## src/rtl/par_bus_pkg.sv

```systemverilog
// Shared types and elaboration helpers for the asynchronous parallel bus master.
// The FSM state enum and the phase counter width are derived here.
package par_bus_pkg;

  typedef enum logic [2:0] {
    IDLE,
    SETUP,
    STROBE,
    HOLD,
    TURN
  } state_e;

  function automatic int max_phase(input int setup_cyc, input int strobe_cyc,
                                   input int hold_cyc, input int turn_cyc);
    int m;
    m = setup_cyc;
    if (strobe_cyc > m) m = strobe_cyc;
    if (hold_cyc > m) m = hold_cyc;
    if (turn_cyc > m) m = turn_cyc;
    return m;
  endfunction

  // The counter holds phase length minus one, so clog2 of the longest phase suffices.
  function automatic int cnt_width(input int max_len);
    return (max_len <= 2) ? 1 : $clog2(max_len);
  endfunction

  function automatic bit params_ok(input int data_w, input int setup_cyc, input int strobe_cyc,
                                   input int hold_cyc, input int turn_cyc);
    return (data_w >= 1) && (setup_cyc >= 1) && (strobe_cyc >= 1) &&
           (hold_cyc >= 1) && (turn_cyc >= 0);
  endfunction

endpackage

```

## src/rtl/par_bus_master_if.sv

```systemverilog
// Command/response handshake and pad-facing signals of the parallel bus master.
// The master modport is the sequencer's view; slave is the opposite side.
interface par_bus_master_if #(
  parameter int DATA_W = 8
);
  logic              cmd_valid;
  logic              cmd_ready;
  logic              cmd_write;
  logic [DATA_W-1:0] cmd_wdata;
  logic              rsp_valid;
  logic [DATA_W-1:0] rsp_rdata;
  logic [DATA_W-1:0] d_out;
  logic [DATA_W-1:0] d_oe;
  logic [DATA_W-1:0] d_in;
  logic              cs_n;
  logic              wr_n;
  logic              rd_n;

  modport master (
    input  cmd_valid, cmd_write, cmd_wdata, d_in,
    output cmd_ready, rsp_valid, rsp_rdata, d_out, d_oe, cs_n, wr_n, rd_n
  );

  modport slave (
    output cmd_valid, cmd_write, cmd_wdata, d_in,
    input  cmd_ready, rsp_valid, rsp_rdata, d_out, d_oe, cs_n, wr_n, rd_n
  );
endinterface

```

## src/rtl/par_bus_phase_timer.sv

```systemverilog
// Loadable down-counter timing one bus phase; done_o marks the last cycle of the phase.
module par_bus_phase_timer #(
  parameter int CNT_W = 2
) (
  input  logic             CLK,
  input  logic             RST,
  input  logic             load_i,
  input  logic [CNT_W-1:0] load_val_i,
  output logic             done_o
);

  logic [CNT_W-1:0] cnt_q;

  // NOTE: sequential state uses non-blocking assignments so every flop samples pre-edge values.
  always_ff @(posedge CLK or posedge RST) begin
    if (RST) begin
      cnt_q <= '0;
    end else if (load_i) begin
      cnt_q <= load_val_i;
    end else if (cnt_q != '0) begin
      cnt_q <= cnt_q - CNT_W'(1);
    end
  end

  assign done_o = (cnt_q == '0);

endmodule

```

## src/rtl/par_bus_master.sv

```systemverilog
// Single-transaction sequencer for an asynchronous parallel peripheral bus.
// Pad-facing outputs are registered from the next state so they switch with the FSM.
module par_bus_master
  import par_bus_pkg::*;
#(
  parameter int DATA_W     = 8,
  parameter int SETUP_CYC  = 2,
  parameter int STROBE_CYC = 4,
  parameter int HOLD_CYC   = 1,
  parameter int TURN_CYC   = 1
) (
  input  logic           CLK,
  input  logic           RST,
  par_bus_master_if.master bus
);

  localparam int MAX_LEN = max_phase(SETUP_CYC, STROBE_CYC, HOLD_CYC, TURN_CYC);
  localparam int CNT_W   = cnt_width(MAX_LEN);

  if (!params_ok(DATA_W, SETUP_CYC, STROBE_CYC, HOLD_CYC, TURN_CYC)) begin : g_bad_params
    $error("par_bus_master: parameter below its minimum");
  end

  state_e            state_q, state_d;
  logic              write_q, write_d;
  logic [DATA_W-1:0] d_out_q, d_out_d;
  logic [DATA_W-1:0] d_oe_q, d_oe_d;
  logic              cs_n_q, cs_n_d;
  logic              wr_n_q, wr_n_d;
  logic              rd_n_q, rd_n_d;
  logic              rsp_valid_q, rsp_valid_d;
  logic [DATA_W-1:0] rsp_rdata_q, rsp_rdata_d;
  logic              bus_active;
  logic              timer_load;
  logic [CNT_W-1:0]  timer_val;
  logic              timer_done;

  par_bus_phase_timer #(
    .CNT_W(CNT_W)
  ) u_timer (
    .CLK       (CLK),
    .RST       (RST),
    .load_i    (timer_load),
    .load_val_i(timer_val),
    .done_o    (timer_done)
  );

  always_ff @(posedge CLK or posedge RST) begin
    if (RST) begin
      state_q     <= IDLE;
      write_q     <= 1'b0;
      d_out_q     <= '0;
      d_oe_q      <= '0;
      cs_n_q      <= 1'b1;
      wr_n_q      <= 1'b1;
      rd_n_q      <= 1'b1;
      rsp_valid_q <= 1'b0;
      rsp_rdata_q <= '0;
    end else begin
      state_q     <= state_d;
      write_q     <= write_d;
      d_out_q     <= d_out_d;
      d_oe_q      <= d_oe_d;
      cs_n_q      <= cs_n_d;
      wr_n_q      <= wr_n_d;
      rd_n_q      <= rd_n_d;
      rsp_valid_q <= rsp_valid_d;
      rsp_rdata_q <= rsp_rdata_d;
    end
  end

  always_comb begin
    // NOTE: every signal gets a default before the case so no path leaves one unassigned (no latches).
    state_d     = state_q;
    write_d     = write_q;
    d_out_d     = d_out_q;
    rsp_rdata_d = rsp_rdata_q;
    rsp_valid_d = 1'b0;
    timer_val   = '0;

    unique case (state_q)
      IDLE: begin
        if (bus.cmd_valid) begin
          state_d = SETUP;
          write_d = bus.cmd_write;
          if (bus.cmd_write) d_out_d = bus.cmd_wdata;
        end
      end
      SETUP: begin
        if (timer_done) state_d = STROBE;
      end
      STROBE: begin
        // Read data is taken on the edge that releases rd_n.
        if (timer_done) begin
          state_d = HOLD;
          if (!write_q) begin
            rsp_rdata_d = bus.d_in;
            rsp_valid_d = 1'b1;
          end
        end
      end
      HOLD: begin
        if (timer_done) state_d = (!write_q && TURN_CYC > 0) ? TURN : IDLE;
      end
      TURN: begin
        if (timer_done) state_d = IDLE;
      end
      default: state_d = IDLE;
    endcase

    timer_load = (state_d != state_q) && (state_d != IDLE);
    unique case (state_d)
      SETUP:   timer_val = CNT_W'(SETUP_CYC - 1);
      STROBE:  timer_val = CNT_W'(STROBE_CYC - 1);
      HOLD:    timer_val = CNT_W'(HOLD_CYC - 1);
      TURN:    timer_val = CNT_W'(TURN_CYC - 1);
      default: timer_val = '0;
    endcase

    bus_active = (state_d == SETUP) || (state_d == STROBE) || (state_d == HOLD);
    cs_n_d     = !bus_active;
    wr_n_d     = !((state_d == STROBE) && write_d);
    rd_n_d     = !((state_d == STROBE) && !write_d);
    d_oe_d     = (bus_active && write_d) ? {DATA_W{1'b1}} : '0;
  end

  assign bus.cmd_ready = (state_q == IDLE);
  assign bus.rsp_valid = rsp_valid_q;
  assign bus.rsp_rdata = rsp_rdata_q;
  assign bus.d_out     = d_out_q;
  assign bus.d_oe      = d_oe_q;
  assign bus.cs_n      = cs_n_q;
  assign bus.wr_n      = wr_n_q;
  assign bus.rd_n      = rd_n_q;

endmodule

```

## src/flat_wrapper.sv

```systemverilog
// flat-port wrapper written by rule: the top's interface ports become plain ports
module par_bus_master_flat import par_bus_pkg::*;
#(
  parameter int DATA_W     = 8,
  parameter int SETUP_CYC  = 2,
  parameter int STROBE_CYC = 4,
  parameter int HOLD_CYC   = 1,
  parameter int TURN_CYC   = 1
)
  (CLK, RST, bus_cmd_valid, bus_cmd_write, bus_cmd_wdata, bus_d_in, bus_cmd_ready, bus_rsp_valid, bus_rsp_rdata, bus_d_out, bus_d_oe, bus_cs_n, bus_wr_n, bus_rd_n);
  par_bus_master_if #(.DATA_W(DATA_W)) bus_i ();
  input  logic CLK;
  input  logic RST;
  input wire logic [$bits(bus_i.cmd_valid)-1:0] bus_cmd_valid;
  input wire logic [$bits(bus_i.cmd_write)-1:0] bus_cmd_write;
  input wire logic [$bits(bus_i.cmd_wdata)-1:0] bus_cmd_wdata;
  input wire logic [$bits(bus_i.d_in)-1:0] bus_d_in;
  output wire logic [$bits(bus_i.cmd_ready)-1:0] bus_cmd_ready;
  output wire logic [$bits(bus_i.rsp_valid)-1:0] bus_rsp_valid;
  output wire logic [$bits(bus_i.rsp_rdata)-1:0] bus_rsp_rdata;
  output wire logic [$bits(bus_i.d_out)-1:0] bus_d_out;
  output wire logic [$bits(bus_i.d_oe)-1:0] bus_d_oe;
  output wire logic [$bits(bus_i.cs_n)-1:0] bus_cs_n;
  output wire logic [$bits(bus_i.wr_n)-1:0] bus_wr_n;
  output wire logic [$bits(bus_i.rd_n)-1:0] bus_rd_n;
  assign bus_i.cmd_valid = bus_cmd_valid;
  assign bus_i.cmd_write = bus_cmd_write;
  assign bus_i.cmd_wdata = bus_cmd_wdata;
  assign bus_i.d_in = bus_d_in;
  assign bus_cmd_ready = bus_i.cmd_ready;
  assign bus_rsp_valid = bus_i.rsp_valid;
  assign bus_rsp_rdata = bus_i.rsp_rdata;
  assign bus_d_out = bus_i.d_out;
  assign bus_d_oe = bus_i.d_oe;
  assign bus_cs_n = bus_i.cs_n;
  assign bus_wr_n = bus_i.wr_n;
  assign bus_rd_n = bus_i.rd_n;
  par_bus_master #(.DATA_W(DATA_W), .SETUP_CYC(SETUP_CYC), .STROBE_CYC(STROBE_CYC), .HOLD_CYC(HOLD_CYC), .TURN_CYC(TURN_CYC)) u_core (.CLK(CLK), .RST(RST), .bus(bus_i));
endmodule
```

## config.mk

```make
export PLATFORM = sky130hd
export DESIGN_NAME = par_bus_master_flat
export DESIGN_NICKNAME = d
export VERILOG_FILES = /design/src/rtl/par_bus_pkg.sv /design/src/rtl/par_bus_master_if.sv /design/src/rtl/par_bus_phase_timer.sv /design/src/rtl/par_bus_master.sv /design/src/flat_wrapper.sv
export SDC_FILE = /design/constraint.sdc
export NUM_CORES = 1
export LEC_CHECK = 0
export CAP_MARGIN = 20
export CORE_ASPECT_RATIO = 1.4
export CORE_MARGIN = 3
export CORE_UTILIZATION = 38
export CTS_CLUSTER_DIAMETER = 80
export DETAILED_ROUTE_END_ITERATION = 8
export HOLD_SLACK_MARGIN = 0.15
export PLACE_DENSITY = 0.78
export SLEW_MARGIN = 20
export SYNTH_ARGS = -nofsm -noshare
export SYNTH_HDL_FRONTEND = slang
export SYNTH_SLANG_ARGS = --single-unit
```

## constraint.sdc

```tcl
create_clock -name CLK -period 1.7 [get_ports CLK]
set_input_delay 0.17 -clock CLK [delete_from_list [all_inputs] [get_ports CLK]]
set_output_delay 0.17 -clock CLK [all_outputs]
set_load 0.02 [all_outputs]
```

==> impl_metrics.ini, run 1 <==
[placed_design]
dp_hpwl_um = 2070
placed_cell_area_mm2 = 0.00175
portBuffers = 48
gp_congestion = 0.849

[route]
viasPerCell = 4.87
drt.antenna.violating_nets = 0
wirelength_um = 2870
vias = 935
drtPass1Iterations = 4
drc = 0
drt-initial-drc-count = 11
post_drt_wl_per_cell_um = 14.9

[critical_path]
rr_worst_depth = 6
path_cells = inv_2 -> ha_4 -> and4bb_2 -> nor2b_4 -> buf_6 -> mux2_2
critPathMaxStageDelay_ns = 0.40
worstSetupPathType = reg2reg
endpoint_kind = flip-flop
critPathArrivalTime_ns = 1.80
critPathMaxFanout = 5
cp.required_ns = 1.87
setup.worst_path.start_class = flip-flop
slowest_stage = dfrtp_1

[sta]
period_minus_slack_ns = 1.63
hold_viol_final = 0
skew_ns = 0.00308
tightest_slew_ns = 0.546
tns_ns = 0
period_share_pct = 95.9
maxSlewViolCount = 0
slew_headroom_pct = 63.3
setup_viol = 0
fmax_mhz = 613
hold_slack_ns = 0.240

[final_layout]
fillers = 280
drive_gt1_share_pct = 31.4
area_delta_synth_final_pct = 49.9
diodes = 0
postLayoutCellArea_mm2 = 0.00188
finalCoreUtilization_pct = 59.6
final_cell_mix = clkdlybuf4s50_1, dfrtp_1, mux2_2
final_common_cell = clkdlybuf4s50_1
layout.nets = 176

[clock_tree]
numCtsBuffers = 3
ctsHoldBuffers = 0
root_buffer = clkbuf_8
clk_latency_ns = 0.27
tritoncts = built
cts.reportedPaths.clkPinSlew_ns = 0.09
h-tree-depth = 1
clockBufferDepth = 2
cts_sinks = 27

[yosys]
synth_cell_types = 28
synth_warnings = 0
syn_area_mm2 = 0.00125
seq_area_frac_synth_pct = 54.2
yosys_register_bits = 27
synth_nets = 125
postSynthCellCount = 103
syn_avg_cell_area_um2 = 12.2

[die]
pin_count = 49
core-area_mm2 = 0.00315
core.rowCount = 24
fp.dieH_um = 74.0
die_area_mm2 = 0.00403
floorplan.initialDensity_pct = 39.8
die_w_um = 54.5

[global_route]
antenna_found_initial = 0
grt_start_max_net_pins = 28
overflow = 0
first_global_vias = 986
grt.total_usage_pct = 15.5
grt_first_pass_wirelength_um = 4450

[flow_run]
maxCapViolCount = 0

[power]
ir_drop_v = 0.00105
power_leakage_nw = 0.794
powerDensity_mw_per_mm2 = 1950

[hold_path]
hold_path_class = in2async

[run_status]
status = finished clean
synthesized netlist by cell type:
cell,number,area [um^2]
or3b_1,1,8.76
a21oi_2,1,8.76
dfstp_2,3,78.8
inv_1,8,30.0
buf_4,11,82.6
nor2_1,4,15.0
a2bb2oi_1,1,8.76
nand3_2,1,10.0
a311oi_1,1,8.76
and4bb_2,1,12.5
nand3b_1,2,15.0
o21ai_0,3,15.0
mux2i_1,2,20.0
nor2b_1,1,6.26
dfrtp_1,24,601
buf_2,1,5.00
nand2_1,7,26.3
nor3_1,2,10.0
a2111oi_0,1,8.76
xor2_1,1,8.76
and2_1,1,6.26
ha_1,2,25.0
mux2_2,17,191
a21boi_1,1,7.51
nor3_2,1,10.0
a32oi_1,2,17.5
a21oi_1,2,10.0
nor4_1,1,6.26
stage by stage:
| step | power (mW) | setup WS (ns) | cells |
|---|---|---|---|
| after floorplan | 2.34 | 0.0553 | 103 |
| after global placement | 3.03 | 0.0353 | 185 |
| after detailed placement | 3.11 | -0.0849 | 185 |
| after CTS | 3.53 | -0.00943 | 189 |
| after global routing | 3.92 | -0.0383 | 192 |
| final | 3.67 | 0.0698 | 192 |
critical path: cells and delay by family, from the launching register on:
kind / cells / cell delay, ns
simple gates: 2 / 0.42
flops: 1 / 0.40
mux: 1 / 0.33
buf+inv: 2 / 0.23
fa+ha+maj: 1 / 0.14
logic make-up after synthesis:
| logic type | count (synthesis) | share of synthesized area, % |
|---|---|---|
| AO/OA/AOI/OAI | 12 | 6.79 |
| XOR/XNOR | 1 | 0.699 |
| adder cells (fa/ha/maj) | 2 | 2.00 |
| buffers and inverters | 20 | 9.38 |
| flip-flops | 27 | 54.2 |
| multiplexers | 19 | 16.9 |
| AND/OR/NAND/NOR | 22 | 10.1 |
power breakdown:
part / internal, mW / switching, mW
combinational: 1.09 / 1.04
sequential: 0.951 / 0.213
clock: 0.166 / 0.200
worst paths after layout:
kind | start | endpoint | slack (ns)
max | u_core.u_timer.cnt_q[0] | u_core.bus.rsp_rdata[4] | 0.07
min | RST | u_core.bus.rsp_rdata[3] | 0.24
max reg2reg | u_core.u_timer.cnt_q[0] | u_core.bus.rsp_rdata[4] | 0.07
min reg2reg | u_core.bus.rsp_rdata[6] | u_core.bus.rsp_rdata[6] | 0.51
max in group asynchronous | RST | u_core.bus.rd_n | 1.17
min in group CLK | bus_cmd_wdata[6] | u_core.bus.d_out[6] | 0.50
area by class of cell:
class,count,area [um^2],area share (%)
clock inverters,1,7.51,0.399
multi-input cells,56,509,27.1
repair buffers,58,562,29.9
inverters,8,30.0,1.60
flip-flops and latches,27,681,36.2
clock buffers,3,41.3,2.20
well taps,39,48.8,2.60
what timing repair did:
item,4_1_cts,5_1_grt
cloned,0,1
buffers inserted,0,2
setup endpoints to repair,5,11
gates resized for setup,6,14
sequential cells by signal (all words and copies together) (netlist names):
name	flops
u_core.bus.wr_n	1
u_core.bus.cs_n	1
u_core.bus.rsp_valid	1
u_core.bus.d_oe	1
u_core.bus.d_out	8
u_core.u_timer.cnt_q	2
u_core.write_q	1
u_core.state_q	3
u_core.bus.rd_n	1
u_core.bus.rsp_rdata	8
per-layer routing:
metal  part of all wire [%]  global-route usage (%)  up-vias
met5                      0                       0        -
met4                    2.1                    5.82        0
met3                    4.9                    3.61        7
met2                     58                    28.6       28
met1                     35                    16.3      455
li1                       -                       -      445
No activity file was read; power rests on OpenSTA's default activity.
==> run 2, diff against run 1 <==
--- a/config.mk
+++ b/config.mk
@@ -11,6 +11,7 @@
 export CORE_UTILIZATION = 38
 export CTS_CLUSTER_DIAMETER = 80
 export DETAILED_ROUTE_END_ITERATION = 8
+export GPL_ROUTABILITY_DRIVEN = 0
 export HOLD_SLACK_MARGIN = 0.15
 export PLACE_DENSITY = 0.78
 export SLEW_MARGIN = 20
==> results of run 2 <==
Final layout, timing and power as in run 1 (identical DEF).
==> edit 1: new RTL, settings of run 1 <==
`STROBE_CYC` is set to 4 in 2 places; all go to 6.
--- a/src/rtl/par_bus_master.sv
+++ b/src/rtl/par_bus_master.sv
@@ -5,7 +5,7 @@
 #(
   parameter int DATA_W     = 8,
   parameter int SETUP_CYC  = 2,
-  parameter int STROBE_CYC = 4,
+  parameter int STROBE_CYC = 6,
   parameter int HOLD_CYC   = 1,
   parameter int TURN_CYC   = 1
 ) (
--- a/src/flat_wrapper.sv
+++ b/src/flat_wrapper.sv
@@ -3,7 +3,7 @@
 #(
   parameter int DATA_W     = 8,
   parameter int SETUP_CYC  = 2,
-  parameter int STROBE_CYC = 4,
+  parameter int STROBE_CYC = 6,
   parameter int HOLD_CYC   = 1,
   parameter int TURN_CYC   = 1
 )
Function: changed (Yosys sat finds a counterexample within 10 cycles, from zero or initial values and one cycle with RST high).
==> edit 1 against run 1 <==
  * Worst setup slack improved by 48 ps
  * Largest cell class unchanged
  * Power hardly changed
  * Sequential share of layout area is 1.4 points higher
  * Cell area fell by 0.40%
  * Critical endpoint is now u_core.bus.rsp_rdata[7]$_DFFE_PP0P_
  * Synthesized area increased by 2.8%
  * Critical path type unchanged
  * Sequential cell count rose by 1
  * Wire length shrank 6.2%
  * Worst hold slack got worse by 1.3 ps
==> edit 1: results (changes against run 1) <==
Yosys
  – Post-synthesis cell type count: 32 (+14%)
  – Net Count, Synth: 123 (-1.6%)
  – Yosys warns: 0 (unchanged)
  – Post-synthesis compound-gate area fraction: 6.31% (-0.48 points)
  – Multiplexer share of the synthesized area: 15.6% (-1.2 points)
  – Top post-synthesis cells by count: dfrtp_1 (25), mux2_2 (17), buf_4 (7)
  – Sequential-to-total area share from yosys stat: 54.7% (+0.47 points)
  – Synth Area in XOR/XNOR: 0.680% (-0.019 points)
  – Ys async rst share: 100% (unchanged)
  – Synth Flop Type: dfrtp_1
  – Largest cells by area after synthesis: dfrtp_1 (49%), mux2_2 (15%), dfstp_2 (6.1%)
  – Post-synthesis adder-cell area fraction: 1.94% (-0.054 points)

Clocking
  – Postcts setup bufs: 0 (unchanged)
  – Worst-path clk slew: 100 ps
  – Worst skew pair latency: 280 ps
  – CTS max path bufs: 2 (unchanged)
  – H-tree depth: 1 (unchanged)
  – Root Driver: clkbuf_8
  – PostCTS Resize Cnt: 2 (-4)
  – CTS buffer count: 3 (unchanged)

Layout
  – Share of cells above drive strength 1: 26.2% (-5.2 points)
  – # diodes: 0 (unchanged)
  – NumNets Final: 172 (-2.3%)
  – Fillers: 286 (+2.1%)

Outcome
  – Outcome: completed

Place
  – DP Area: 0.00180 mm2 (+2.9%)
  – PortBufs: 48 (unchanged)
  – GPL Wtd Cong: 0.866 (+1.9%)
  – Hpwl dp: 2130 um (+3.2%)

Worst hold path
  – Hold/Removal Path Class: in -> async

Worst setup path
  – CP peak stage delay: 410 ps
  – RR Startpoint: u_core.u_timer.cnt_q[0]$_DFFE_PP0P_
  – Worst-path fanout max: 9 (+4)
  – Critical R2R Capture: u_core.bus.rsp_rdata[7]$_DFFE_PP0P_
  – Path depth of the worst reg2reg path: 5 (-1)
  – Data arrival, critical path: 1750 ps (-50 ps)
  – Reg2reg setup slack: 120 ps (+50 ps)
  – Slowest CP cell: dfrtp_1

Detailed routing
  – DRT iter0 DRCs: 8 (-3)
  – Vias: 930 (-0.53%)
  – Post-Route WL: 2690 um (-6.2%)
  – TritonRoute pass-1 iters: 4 (unchanged)

Power and ir drop
  – Peak supply drop: 0.00117 V (+11%)
  – Leak pwr: 0.802 nW (+1.0%)

Timing
  – Worst hold slack: 239 ps (-1.33 ps)
  – Max-slew headroom: 73.5% (+10 points)
  – Layout Skew: 7.60 ps (+4.52 ps)

GRT
  – First-pass GRT wire length: 4420 um (-0.76%)
  – Grt ovf: 0 (unchanged)
  – Initial antenna violation count: 0 (unchanged)
  – Total GRT Usage: 13.5% (-1.9 points)
  – Largest net degree at the start of global routing: 29 (+3.6%)
  – Number of global-route vias before repair: 987 (+0.10%)
[edit 1: cell count changes after synthesis, moves of 2 or more]
cell | run 1 | this run
buf_4 | 11 | 7
nand2_1 | 7 | 3
inv_1 | 8 | 5
a311o_1 | 0 | 2
a32oi_1 | 2 | 0
buf_2 | 1 | 3
nand3b_1 | 2 | 4
o21ai_0 | 3 | 1
[edit 1: worst max-delay path, delay by kind of cell (launching register included)]
| kind | cells | cell delay (ps) |
|---|---|---|
| simple gates | 2 | 450 |
| buf+inv | 1 | 90 |
| mux | 1 | 320 |
| flops | 1 | 410 |
| fa+ha+maj | 1 | 200 |
[edit 1: cells by family after synthesis]
kind of cell	count (synthesis)
adders and majority gates	2
buffers and inverters	16
DFF	28
AOI/OAI and AO/OA	11
and+or+nand+nor	25
xor gates and xnor gates	1
muxes	18
[edit 1: worst max path at each step]
stage	start	to
after detailed placement	u_core.u_timer.cnt_q[0]$_DFFE_PP0P_	u_core.bus.rsp_rdata[7]$_DFFE_PP0P_
after CTS	u_core.u_timer.cnt_q[0]$_DFFE_PP0P_	u_core.bus.rsp_rdata[7]$_DFFE_PP0P_
after floorplan	u_core.u_timer.cnt_q[0]$_DFFE_PP0P_	u_core.u_timer.cnt_q[0]$_DFFE_PP0P_
after global placement	bus_cmd_valid	u_core.bus.d_out[5]$_DFFE_PP0P_
after global routing	u_core.state_q[2]$_DFF_PP0_	u_core.bus.wr_n$_DFF_PP1_
final	u_core.u_timer.cnt_q[0]$_DFFE_PP0P_	u_core.bus.rsp_rdata[7]$_DFFE_PP0P_
[edit 1: power breakdown]
| part | leakage, nW | total [W] | internal (W) | switching (W) |
|---|---|---|---|---|
| sequential | 0.332 | 0.00123 | 0.000995 | 0.000239 |
| combinational | 0.435 | 0.00191 | 0.00102 | 0.000899 |
| clock | 0.0357 | 0.000520 | 0.000315 | 0.000205 |
[edit 1: final cells by class]
type,count,area (um2),share of cell area (%)
clock buffers,3,41.3,2.21
repair buffers,55,532,28.4
inverters,5,18.8,1.00
multi-input cells,57,497,26.5
flip-flops and latches,28,704,37.6
well taps,39,48.8,2.61
clock inverters,1,30.0,1.60
[edit 1: routing by layer]
metal	up-vias	share of wire (%)	track usage, %
met5	-	0	0
met1	451	39	16.5
li1	444	-	-
met3	3	5.7	3.60
met2	32	54	23.7
met4	0	0.78	4.05
[edit 1: per-stage QoR]
| stage | total power (W) | setup slack [ps] | utilization (%) | instances |
|---|---|---|---|---|
| 3_3_place_gp | 0.00310 | 71.0 | 56.5 | 184 |
| 2_1_floorplan | 0.00238 | 222 | - | 101 |
| 5_1_grt | 0.00389 | 6.50 | 58.8 | 188 |
| 6_report | 0.00367 | 118 | 58.8 | 188 |
| 4_1_cts | 0.00371 | 101 | 58.8 | 188 |
| 3_5_place_dp | 0.00318 | 21.1 | 56.5 | 184 |
==> edit 2: new RTL, config.mk and constraints of run 1 <==
Without the edit above. Make the reset (`RST`) synchronous in 2 clocked blocks. Comments in the files are not updated.
--- a/src/rtl/par_bus_phase_timer.sv
+++ b/src/rtl/par_bus_phase_timer.sv
@@ -12,7 +12,7 @@
   logic [CNT_W-1:0] cnt_q;
 
   // NOTE: sequential state uses non-blocking assignments so every flop samples pre-edge values.
-  always_ff @(posedge CLK or posedge RST) begin
+  always_ff @(posedge CLK) begin
     if (RST) begin
       cnt_q <= '0;
     end else if (load_i) begin
--- a/src/rtl/par_bus_master.sv
+++ b/src/rtl/par_bus_master.sv
@@ -45,7 +45,7 @@
     .done_o    (timer_done)
   );
 
-  always_ff @(posedge CLK or posedge RST) begin
+  always_ff @(posedge CLK) begin
     if (RST) begin
       state_q     <= IDLE;
       write_q     <= 1'b0;
Check against the original RTL: differs if RST is asserted again (counterexample within 4 cycles, from zero or initial values and one cycle with RST high); with RST held inactive, the same outputs for 10 cycles.
==> edit 2 against run 1 <==
  * Count of clock-buffer cells in the layout stayed put
  * Non-clock buffer count fell by 4
  * Wire length fell by 5.4%
  * Synthesized area down 3.5%
  * Sequential cell count stayed put
  * Synthesized cell count up 21%
  * Die area is 3.2% lower
  * Fmax is 2.2% higher
  * Global-route usage is 0.33 points lower
  * Cell area is 9.1% lower
  * Worst hold slack gained 240 ps
  * Final cell count is 7.3% higher
  * Worst setup slack better by 34 ps
  * Critical endpoint is now u_core.u_timer.cnt_q[1]$_SDFFE_PP0P_
Power is not compared: it rests on default switching activity, and its combinational part moved more than twofold at a synthesized area within 25%.
==> edit 2: results (changes against run 1) <==
Worst setup path
  – Worst-path fanout max: 10 (+5)
  – Crit path from: u_core.u_timer.cnt_q[0]$_SDFFE_PP0P_
  – Reg2reg setup slack: 100 ps (+30 ps)
  – Crit path to: u_core.u_timer.cnt_q[1]$_SDFFE_PP0P_

Yosys
  – Post-synthesis compound-gate area fraction: 8.89% (+2.1 points)
  – Top post-synthesis cells by count: dfxtp_1 (27), nor2_1 (22), mux2i_1 (16)
  – Synth Area in XOR/XNOR: 0.724% (+0.025 points)
  – Net Count, Synth: 147 (+18%)
  – Ys async rst share: 0% (-100 points)
  – Multiplexer share of the synthesized area: 13.2% (-3.6 points)
  – Post-synthesis adder-cell area fraction: 2.07% (+0.072 points)
  – Sequential-to-total area share from yosys stat: 44.7% (-9.5 points)
  – Post-synthesis cell type count: 34 (+21%)
  – Largest cells by area after synthesis: dfxtp_1 (45%), mux2i_1 (13%), nor2_1 (6.8%)

GRT
  – Met3 global-route usage: 3.48% (-0.13 points)
  – Met2 Use GR: 25.7% (-2.9 points)
  – Largest net degree at the start of global routing: 17 (-39%)
  – GR met1 Demand/Resource: 17.5% (+1.2 points)
  – First-pass GRT wire length: 4440 um (-0.31%)
  – Total GRT Usage: 15.1% (-0.33 points)

Detailed routing
  – Post-Route WL: 2710 um (-5.4%)
  – Vias: 1025 (+9.6%)
  – DRT iter0 DRCs: 23 (+12)

Timing
  – Fmax: 627 MHz (+2.2%)
  – Worst Tran Pin Value: 356 ps (-190 ps)
  – Layout Skew: 3.79 ps (+0.703 ps)

Layout
  – NumNets Final: 192 (+9.1%)
  – Share of cells above drive strength 1: 8.88% (-22 points)

Place
  – Post-Place Worst Slack: 144 ps (+229 ps)
  – DP Area: 0.00166 mm2 (-5.0%)
  – GPL Wtd Cong: 0.954 (+12%)
  – Hpwl dp: 2110 um (+2.2%)

Clocking
  – Postcts setup bufs: 0 (unchanged)
  – PostCTS Resize Cnt: 1 (-5)

Power and ir drop
  – Leak pwr: 0.674 nW

Worst hold path
  – Hold/Removal Path Class: in -> reg

Outcome
  – Outcome: completed
[edit 2: changes by cell type in the layout (fill, tap and decap cells not counted), moves of 16 or more]
cell     delta
mux2_2     -17
nor2_1     +18
dfrtp_1    -23
dfxtp_1    +27
mux2i_1    +16
[edit 2: final cells by class]
type	count	area, um2
Clock buffer	3	41.3
Clock inverter	1	7.51
Sequential cell	27	541
Inverter	4	15.0
Tap cell	37	46.3
Fill cell	262	1260
Timing Repair Buffer	54	524
Multi-Input combinational cell	80	533
[edit 2: per-stage QoR]
step           cells  util [%]
3_5_place_dp     202      56.0
3_3_place_gp     202      56.0
4_1_cts          206      57.6
6_report         206      57.6
2_1_floorplan    125         -
5_1_grt          206      57.6
[edit 2: worst min-delay path by stage]
stage               cells past startpoint                                  from                                   end  slack (ps)
floorplan                               1                                   RST          u_core.state_q[0]$_SDFF_PP0_         250
global placement                        2  u_core.bus.rsp_rdata[6]$_SDFFE_PP0P_  u_core.bus.rsp_rdata[6]$_SDFFE_PP0P_         470
detailed placement                      1             u_core.write_q$_SDFF_PP0_       u_core.bus.rsp_valid$_SDFF_PP0_         490
CTS                                     3                      bus_cmd_wdata[1]      u_core.bus.d_out[1]$_SDFFE_PP0P_         480
global route                            3                           bus_d_in[1]  u_core.bus.rsp_rdata[1]$_SDFFE_PP0P_         500
finish                                  3                      bus_cmd_wdata[1]      u_core.bus.d_out[1]$_SDFFE_PP0P_         480
[edit 2: routing by layer]
metal | part of all wire, % | up-vias
met5 | 0 | -
met3 | 6.3 | 5
met1 | 40 | 460
met4 | 1.7 | 0
met2 | 52 | 52
li1 | - | 508
[edit 2: logic make-up (layout without fill, tap and decap cells)]
group,count (synthesis),count (layout)
DFF,27,27
adders and majority gates,2,2
xor gates and xnor gates,1,1
and+or+nand+nor,45,45
buffers and inverters,18,62
muxes,16,16
AOI/OAI and AO/OA,16,16
[edit 2: report_power, final]
part | total (W) | internal (W) | switching (W)
Combinational | 0.00101 | 0.000474 | 0.000533
Sequential | 0.000830 | 0.000737 | 0.0000933
Clock | 0.000373 | 0.000167 | 0.000207
[edit 2: critical path, stage by stage, from the launching register on]
cell and delay [ps]:
dfxtp_1 390, inv_1 90, ha_1 310, nand2_1 210, a21oi_1 90, a311o_1 310
a21oi_1 130
